--- src/rtl/btn_pkg.sv ---
// Shared types and helpers for the button front end and system-reset controller.
package btn_pkg;

  typedef enum logic [1:0] {
    ST_POR     = 2'd0,
    ST_RUN     = 2'd1,
    ST_BTN_RST = 2'd2,
    ST_HOLD    = 2'd3
  } rst_state_t;

  // Ceiling log2 with a floor of 1 so every counter has at least one bit.
  function automatic int unsigned clog2(input int unsigned v);
    int unsigned r;
    r = 0;
    for (int unsigned i = 0; i < 32; i++) begin
      if ((32'd1 << i) < v) r = i + 1;
    end
    return (r == 0) ? 1 : r;
  endfunction

endpackage

--- src/rtl/btn_reset_ctrl_if.sv ---
// Board-side button levels and the clean levels, events and reset derived from them.
interface btn_reset_ctrl_if #(
  parameter int unsigned N_BTN = 4
);
  logic [N_BTN-1:0] btn_in;
  logic [N_BTN-1:0] btn_state;
  logic [N_BTN-1:0] btn_press;
  logic [N_BTN-1:0] btn_release;
  logic             sys_rst;
  logic             rst_busy;

  modport master (
    input  btn_in,
    output btn_state, btn_press, btn_release, sys_rst, rst_busy
  );

  modport slave (
    output btn_in,
    input  btn_state, btn_press, btn_release, sys_rst, rst_busy
  );
endinterface

--- src/rtl/btn_debounce.sv ---
// One button channel: synchroniser, persistence counter, clean level and edge pulses.
module btn_debounce
  import btn_pkg::*;
#(
  parameter int unsigned SYNC_STAGES  = 2,
  parameter int unsigned DEBOUNCE_CYC = 50000
) (
  input  logic clk,
  input  logic rst_n,
  input  logic raw,
  output logic level,
  output logic press,
  output logic rel
);

  localparam int unsigned CW = clog2(DEBOUNCE_CYC + 1);

  logic [SYNC_STAGES-1:0] sync_q;
  logic [CW-1:0]          cnt_q;
  logic                   synced;

  assign synced = sync_q[SYNC_STAGES-1];

  // Any return to the accepted level restarts the persistence count.
  always_ff @(posedge clk or negedge rst_n) begin
    if (!rst_n) begin
      sync_q <= '0;
      cnt_q  <= '0;
      level  <= 1'b0;
      press  <= 1'b0;
      rel    <= 1'b0;
    end else begin
      sync_q <= {sync_q[SYNC_STAGES-2:0], raw};
      press  <= 1'b0;
      rel    <= 1'b0;
      if (synced == level) begin
        cnt_q <= '0;
      end else if (cnt_q == CW'(DEBOUNCE_CYC - 1)) begin
        level <= ~level;
        cnt_q <= '0;
        press <= ~level;
        rel   <= level;
      end else begin
        cnt_q <= cnt_q + CW'(1);
      end
    end
  end

endmodule

--- src/rtl/btn_reset_ctrl.sv ---
// Debounced button front end plus power-on / reset-button system reset sequencer.
module btn_reset_ctrl
  import btn_pkg::*;
#(
  parameter int unsigned N_BTN        = 4,
  parameter int unsigned SYNC_STAGES  = 2,
  parameter int unsigned DEBOUNCE_CYC = 50000,
  parameter int unsigned RST_BTN      = 0,
  parameter int unsigned RST_HOLD     = 16
) (
  input logic             clk,
  input logic             rst_n,
  btn_reset_ctrl_if.master bus
);

  localparam int unsigned HW = clog2(RST_HOLD + 1);

  logic [N_BTN-1:0] level_v;
  logic [N_BTN-1:0] press_v;
  logic [N_BTN-1:0] rel_v;

  for (genvar i = 0; i < N_BTN; i++) begin : g_ch
    btn_debounce #(
      .SYNC_STAGES (SYNC_STAGES),
      .DEBOUNCE_CYC(DEBOUNCE_CYC)
    ) u_deb (
      .clk  (clk),
      .rst_n(rst_n),
      .raw  (bus.btn_in[i]),
      .level(level_v[i]),
      .press(press_v[i]),
      .rel  (rel_v[i])
    );
  end

  assign bus.btn_state   = level_v;
  assign bus.btn_press   = press_v;
  assign bus.btn_release = rel_v;

  rst_state_t    state_q, state_d;
  logic [HW-1:0] hold_q, hold_d;
  logic          busy_q;
  logic          rst_lvl;
  logic          hold_done;

  assign rst_lvl   = level_v[RST_BTN];
  assign hold_done = (hold_q == HW'(RST_HOLD - 1));

  // sys_rst and rst_busy share one flop: reset is asserted exactly when not in RUN.
  always_ff @(posedge clk or negedge rst_n) begin
    if (!rst_n) begin
      state_q <= ST_POR;
      hold_q  <= '0;
      busy_q  <= 1'b1;
    end else begin
      state_q <= state_d;
      hold_q  <= hold_d;
      busy_q  <= (state_d != ST_RUN);
    end
  end

  always_comb begin
    state_d = state_q;
    hold_d  = '0;
    case (state_q)
      ST_POR: begin
        if (hold_done) state_d = ST_RUN;
        else           hold_d  = hold_q + HW'(1);
      end
      ST_RUN: begin
        if (rst_lvl) state_d = ST_BTN_RST;
      end
      ST_BTN_RST: begin
        if (!rst_lvl) state_d = ST_HOLD;
      end
      ST_HOLD: begin
        if (rst_lvl)        state_d = ST_BTN_RST;
        else if (hold_done) state_d = ST_RUN;
        else                hold_d  = hold_q + HW'(1);
      end
      default: state_d = ST_POR;
    endcase
  end

  assign bus.sys_rst  = busy_q;
  assign bus.rst_busy = busy_q;

endmodule
--- src/flat_wrapper.sv ---
// flat-port wrapper written by rule: the top's interface ports become plain ports
module btn_reset_ctrl_flat import btn_pkg::*;
#(
  parameter int unsigned N_BTN        = 4,
  parameter int unsigned SYNC_STAGES  = 2,
  parameter int unsigned DEBOUNCE_CYC = 50000,
  parameter int unsigned RST_BTN      = 0,
  parameter int unsigned RST_HOLD     = 16
)
  (clk, rst_n, bus_btn_in, bus_btn_state, bus_btn_press, bus_btn_release, bus_sys_rst, bus_rst_busy);
  btn_reset_ctrl_if #(.N_BTN(N_BTN)) bus_i ();
  input logic clk;
  input logic rst_n;
  input wire logic [$bits(bus_i.btn_in)-1:0] bus_btn_in;
  output wire logic [$bits(bus_i.btn_state)-1:0] bus_btn_state;
  output wire logic [$bits(bus_i.btn_press)-1:0] bus_btn_press;
  output wire logic [$bits(bus_i.btn_release)-1:0] bus_btn_release;
  output wire logic [$bits(bus_i.sys_rst)-1:0] bus_sys_rst;
  output wire logic [$bits(bus_i.rst_busy)-1:0] bus_rst_busy;
  assign bus_i.btn_in = bus_btn_in;
  assign bus_btn_state = bus_i.btn_state;
  assign bus_btn_press = bus_i.btn_press;
  assign bus_btn_release = bus_i.btn_release;
  assign bus_sys_rst = bus_i.sys_rst;
  assign bus_rst_busy = bus_i.rst_busy;
  btn_reset_ctrl #(.N_BTN(N_BTN), .SYNC_STAGES(SYNC_STAGES), .DEBOUNCE_CYC(DEBOUNCE_CYC), .RST_BTN(RST_BTN), .RST_HOLD(RST_HOLD)) u_core (.clk(clk), .rst_n(rst_n), .bus(bus_i));
endmodule
--- config.mk ---
export PLATFORM = sky130hd
export DESIGN_NAME = btn_reset_ctrl_flat
export DESIGN_NICKNAME = d
export VERILOG_FILES = /design/src/rtl/btn_pkg.sv /design/src/rtl/btn_reset_ctrl_if.sv /design/src/rtl/btn_debounce.sv /design/src/rtl/btn_reset_ctrl.sv /design/src/flat_wrapper.sv
export SDC_FILE = /design/constraint.sdc
export NUM_CORES = 1
export LEC_CHECK = 0
export ABC_AREA = 0
export CELL_PAD_IN_SITES_DETAIL_PLACEMENT = 1
export CELL_PAD_IN_SITES_GLOBAL_PLACEMENT = 1
export CORE_AREA = 2 2 116 85
export DETAILED_ROUTE_END_ITERATION = 10
export DIE_AREA = 0 0 118 87
export PLACE_DENSITY_LB_ADDON = 0.1
export RECOVER_POWER = 100
export SYNTH_ARGS = -nofsm -noshare
export SYNTH_HDL_FRONTEND = slang
export SYNTH_SLANG_ARGS = --single-unit
--- constraint.sdc ---
create_clock -name clk -period 2.42 [get_ports clk]
set_clock_uncertainty 0.05 [all_clocks]
set_input_delay 0.484 -clock clk [delete_from_list [all_inputs] [get_ports clk]]
set_output_delay 0.484 -clock clk [all_outputs]
set_load 0.05 [all_outputs]
Word level (Yosys, flattened, before mapping)
Index checks and enable logic that the tools add are counted. W data, S select, Z words.

Bits in registers: 92. Input bits: 6. Output and inout port bits: 14. Word-level logic and storage cells: 86.

Add/subtract/negate cells: 5. Equality and inequality tests: 13. Multiplexer cells: 32. Bitwise operators: 8. Reduce and logical (&&, ||, !) cells: 5.

Operator list (count): $mux W16 (8); $add A16 B1 Y16 const B (4); $eq A16 B16 Y1 const B (4); $mux W1 (16); $mux W5 (2); $pmux W5 S2 (1); $mux W2 (4); $not A1 Y1 (8); $pmux W2 S4 (1); $reduce_and A2 Y1 (4); $add A5 B1 Y5 const B (1); $eq A5 B4 Y1 const B (1); $eq A1 B1 Y1 (4); $eq A2 B2 Y1 const B (2); $eq A2 B1 Y1 const B (1); $logic_not A2 Y1 (1); $ne A2 B1 Y1 const B (1).

Logic depth before layout (Yosys ltp)
Depth in word-level cells: 5. Gate-level depth with buffers: 6. Gate-level depth less buffers: 6.

Hierarchy
From an unflattened synthesis, not the netlist that was laid out.

Cell total of the unflattened synthesis: 402. Area, all modules: 4388.0 sq um.

Modules (own cells, without submodules): btn_debounce (instances 4, cells each 90, area an instance 984.7 sq um); btn_reset_ctrl (instances 1, cells each 42, area an instance 449.2 sq um).

Worst setup path after synthesis
OpenSTA, ideal clock, no wires.

Path kind: register to register. Start: reg u_core.g_ch[2].u_deb.cnt_q[10]. End: reg u_core.g_ch[2].u_deb.level. Library setup time: 0.125 ns. Arrival time: 1.679 ns. Slack: 0.566 ns. Stages on the path, launching flop included: 4. Path buffers: 0. Cells stage by stage: dfrtp_1 or3_4 or4_4 mux2_4.

Cells in the longest elaborated chain, start to end: 2.

RTL lines: from (decl) (RTL line btn_debounce.sv:19) `logic [CW-1:0] cnt_q;`; from (signal assigned) (RTL line btn_debounce.sv:44) `cnt_q <= cnt_q + CW'(1);`; $eq A16 B16 Y1 (RTL line btn_debounce.sv:38) `end else if (cnt_q == CW'(DEBOUNCE_CYC - 1)) begin`; $reduce_and A2 Y1 (no source line); to (signal assigned) (RTL line btn_debounce.sv:39) `level <= ~level;`; to (decl) (RTL line btn_debounce.sv:11) `output logic level,`.

No other way between the ends. A chain may end at the register's enable or synchronous reset.

Final worst setup path
Start: reg u_core.g_ch[0].u_deb.level. End: out bus_btn_state[0].

RTL lines: from (decl) (RTL line btn_debounce.sv:11); from (signal assigned) (RTL line btn_debounce.sv:39); to (decl) (RTL line flat_wrapper.sv:15) `output wire logic [$bits(bus_i.btn_state)-1:0] bus_btn_state;`.

No word-level cell between the ends.

==> impl_metrics.tcl <==
set metrics [dict create \
    yosysSeqAreaShare 0.537 \
    clkLatencyLatePin_ns 0.33 \
    rows 30 \
    hold_class "in2async" \
    drtAntennaViolNets 0 \
    place_hpwl_um 5770 \
    reg2reg_to "u_core.g_ch[2].u_deb.cnt_q[12]" \
    grt_remaining_overflow 0 \
    grt_pass1_wl_um 15000 \
    setup-tns-final_ns 0 \
    p_int_mw 2.51 \
    crit_required_ns 1.89 \
    wl_per_cell_um 15.6 \
    die_w_um 118 \
    cts_tree "built" \
    ys.flop_type "dfrtp_1" \
    fmaxAchievable_mhz 434 \
    grt_pass1_vias 3046 \
    finalHoldViolCount 0 \
    fin_nets 432 \
    synth_area_per_cell_um2 10.6 \
    setup_viol 0 \
    critPathLaunch "u_core.g_ch[0].u_deb.level" \
    gp_congestion 0.772 \
    grt_max_degree 42 \
    cts_hold_buf 0 \
    dieHeight_um 87 \
    p_clk_frac 0.472 \
    crit_chain "dlygate4sd3_1" \
    tightest_slew_ns 0.980 \
    via_per_inst 5.31 \
    drcViolationCount 0 \
    layout_min_cycle_time_ns 2.30 \
    regToRegStartpoint "u_core.g_ch[2].u_deb.cnt_q[12]" \
    cts.clk_slew.worst_paths_ns 0.06 \
    slew_headroom 0.347 \
    antenna_found_initial 0 \
    slowest_stage "dlygate4sd3_1" \
    dp_worst_setup_slack_ns 0.433 \
    ys_ff_latch 92 \
    cts_resized 0 \
    final_common_cell "dfrtp_1" \
    crit_fanout 9 \
    cts_sinks 92 \
    yosys_warnings 0 \
    drt_first_pass_iters 4 \
    period_share 0.951 \
    synth-edff-count 0 \
    rrSetupSlack_ns 0.39 \
    synth_area_um2 4290 \
    wirelength_um 8590 \
    slowest_delay_ns 0.92 \
    p_per_area_nw_per_um2 657 \
    cts_made_buffers 9 \
    critPathKind "reg2out" \
    final_cell_mix "dfrtp_1 (91), nor2_1 (69), xnor2_1 (39)" \
    htreeDepth 3 \
    power_frac_comb 0.027 \
    ys_types 40 \
    core_um2 9270 \
    end_kind "output port" \
    setup_ws_ns 0.118 \
    async_flop_share 1.00 \
    die-area_um2 10300 \
    crit_family "buffers and inverters" \
    slew_violations 0 \
    arrival_ns 1.77 \
    vias 2921 \
    ff2ff_path_depth 5 \
    swShare 0.206 \
    p_sw_mw 0.653 \
    diodes 0 \
    postCtsSetupBuffers 0 \
    leakagePower_nw 2.11 \
    syn_inst 403 \
    cts_root_buffer "clkbuf_16" \
    grt_use_total 0.184 \
    drv_cap 0 \
    boundaryPins 20 \
    p_seq_frac 0.501 \
    numPortBuffers 19 \
    startpoint_type "register" \
    critPathBufInv 1 \
    outcome "finished clean" \
    synthesis.nets 418 \
    peakVddDrop_mv 0.399 \
    rsz0062_at_grt "false" \
    drive_gt1_frac 0.0592 \
    initial_core_util 0.463 \
    area_delta_synth_final_pct 12.3 \
    drtIter0Drc 115 \
    cts.path.max_buffers 2 \
]
-- synthesized netlist by cell type, types with 2 or more instances --
| master | number | area share |
|---|---|---|
| and4b_1 | 2 | 0.0047 |
| nor3b_1 | 8 | 0.014 |
| clkbuf_1 | 6 | 0.0052 |
| nand4_1 | 19 | 0.028 |
| inv_1 | 11 | 0.0096 |
| mux2_2 | 3 | 0.0079 |
| buf_4 | 13 | 0.023 |
| xnor2_1 | 39 | 0.080 |
| nor2_1 | 69 | 0.060 |
| and4_1 | 5 | 0.010 |
| and3_1 | 12 | 0.017 |
| nor4_1 | 16 | 0.023 |
| dfrtp_1 | 91 | 0.53 |
| nor3_1 | 12 | 0.014 |
| ha_1 | 9 | 0.026 |
| and2_1 | 2 | 0.0029 |
| xor2_1 | 22 | 0.045 |
| a21oi_1 | 3 | 0.0035 |
| nand3_1 | 22 | 0.026 |
| o21ai_0 | 2 | 0.0023 |
| nor4bb_1 | 4 | 0.0093 |
| nand2_1 | 15 | 0.013 |
-- worst max path at each step --
stage                                       to  slack, ns  cells past startpoint
floorplan           u_core.g_ch[2].u_deb.level       0.57                      3
global placement    u_core.g_ch[2].u_deb.level       0.49                      4
detailed placement  u_core.g_ch[2].u_deb.level       0.43                      4
CTS                           bus_btn_state[0]       0.15                      1
global route                  bus_btn_state[0]       0.05                      1
finish                        bus_btn_state[0]       0.12                      1
-- metrics by stage --
stage	hold slack, ns	utilization	total power [mW]	instance area (µm²)	instances
after global placement	0.282	0.491	1.71	4560	534
after CTS	0.0849	0.526	3.23	4870	550
after detailed placement	0.293	0.491	1.71	4560	534
after global routing	0.310	0.520	3.29	4820	550
final	0.246	0.520	3.17	4820	550
after floorplan	0.138	-	1.65	4290	403
-- routing by layer --
metal  up-vias  wire, µm  track usage
met4         0       121       0.0723
met5         -         0            0
met2        34      3910        0.284
met3        11       270       0.0484
met1      1475      4290        0.251
li1       1401         -            -
-- flip-flops by register name, indices dropped and copies added (netlist names) --
name,count
u_core.g_ch.u_deb.level,4
u_core.g_ch.u_deb.rel,4
u_core.bus.rst_busy,1
u_core.g_ch.u_deb.sync_q,8
u_core.g_ch.u_deb.cnt_q,64
u_core.hold_q,5
u_core.g_ch.u_deb.press,4
u_core.state_q,2
-- power groups by stage --
| stage | clock (mW) | sequential, mW | combinational, mW |
|---|---|---|---|
| 6_report | 1.50 | 1.59 | 0.0849 |
| 5_1_grt | 1.60 | 1.59 | 0.103 |
| 4_1_cts | 1.55 | 1.58 | 0.0990 |
| 3_5_place_dp | 0 | 1.61 | 0.0981 |
| 3_3_place_gp | 0 | 1.61 | 0.0968 |
| 2_1_floorplan | 0 | 1.61 | 0.0411 |
-- area by class of cell --
cell class / count / area, µm²
inverters: 11 / 41.3
clock inverters: 5 / 75.1
fillers: 1050 / 4450
multi-input cells: 280 / 1790
repair buffers: 23 / 201
flip-flops and latches: 92 / 2300
clock buffers: 11 / 243
well taps: 128 / 160
-- cells by family (layout without fill, tap and decap cells) --
logic type	after synthesis	in the layout	synth area share
AND/OR/NAND/NOR	195	195	0.241
flip-flops	92	92	0.537
XOR/XNOR	61	61	0.125
buffers and inverters	31	50	0.0388
AO/OA/AOI/OAI	11	11	0.0216
adder cells (fa/ha/maj)	9	9	0.0262
multiplexers	4	4	0.0114
(Power assumes the default switching activity.)
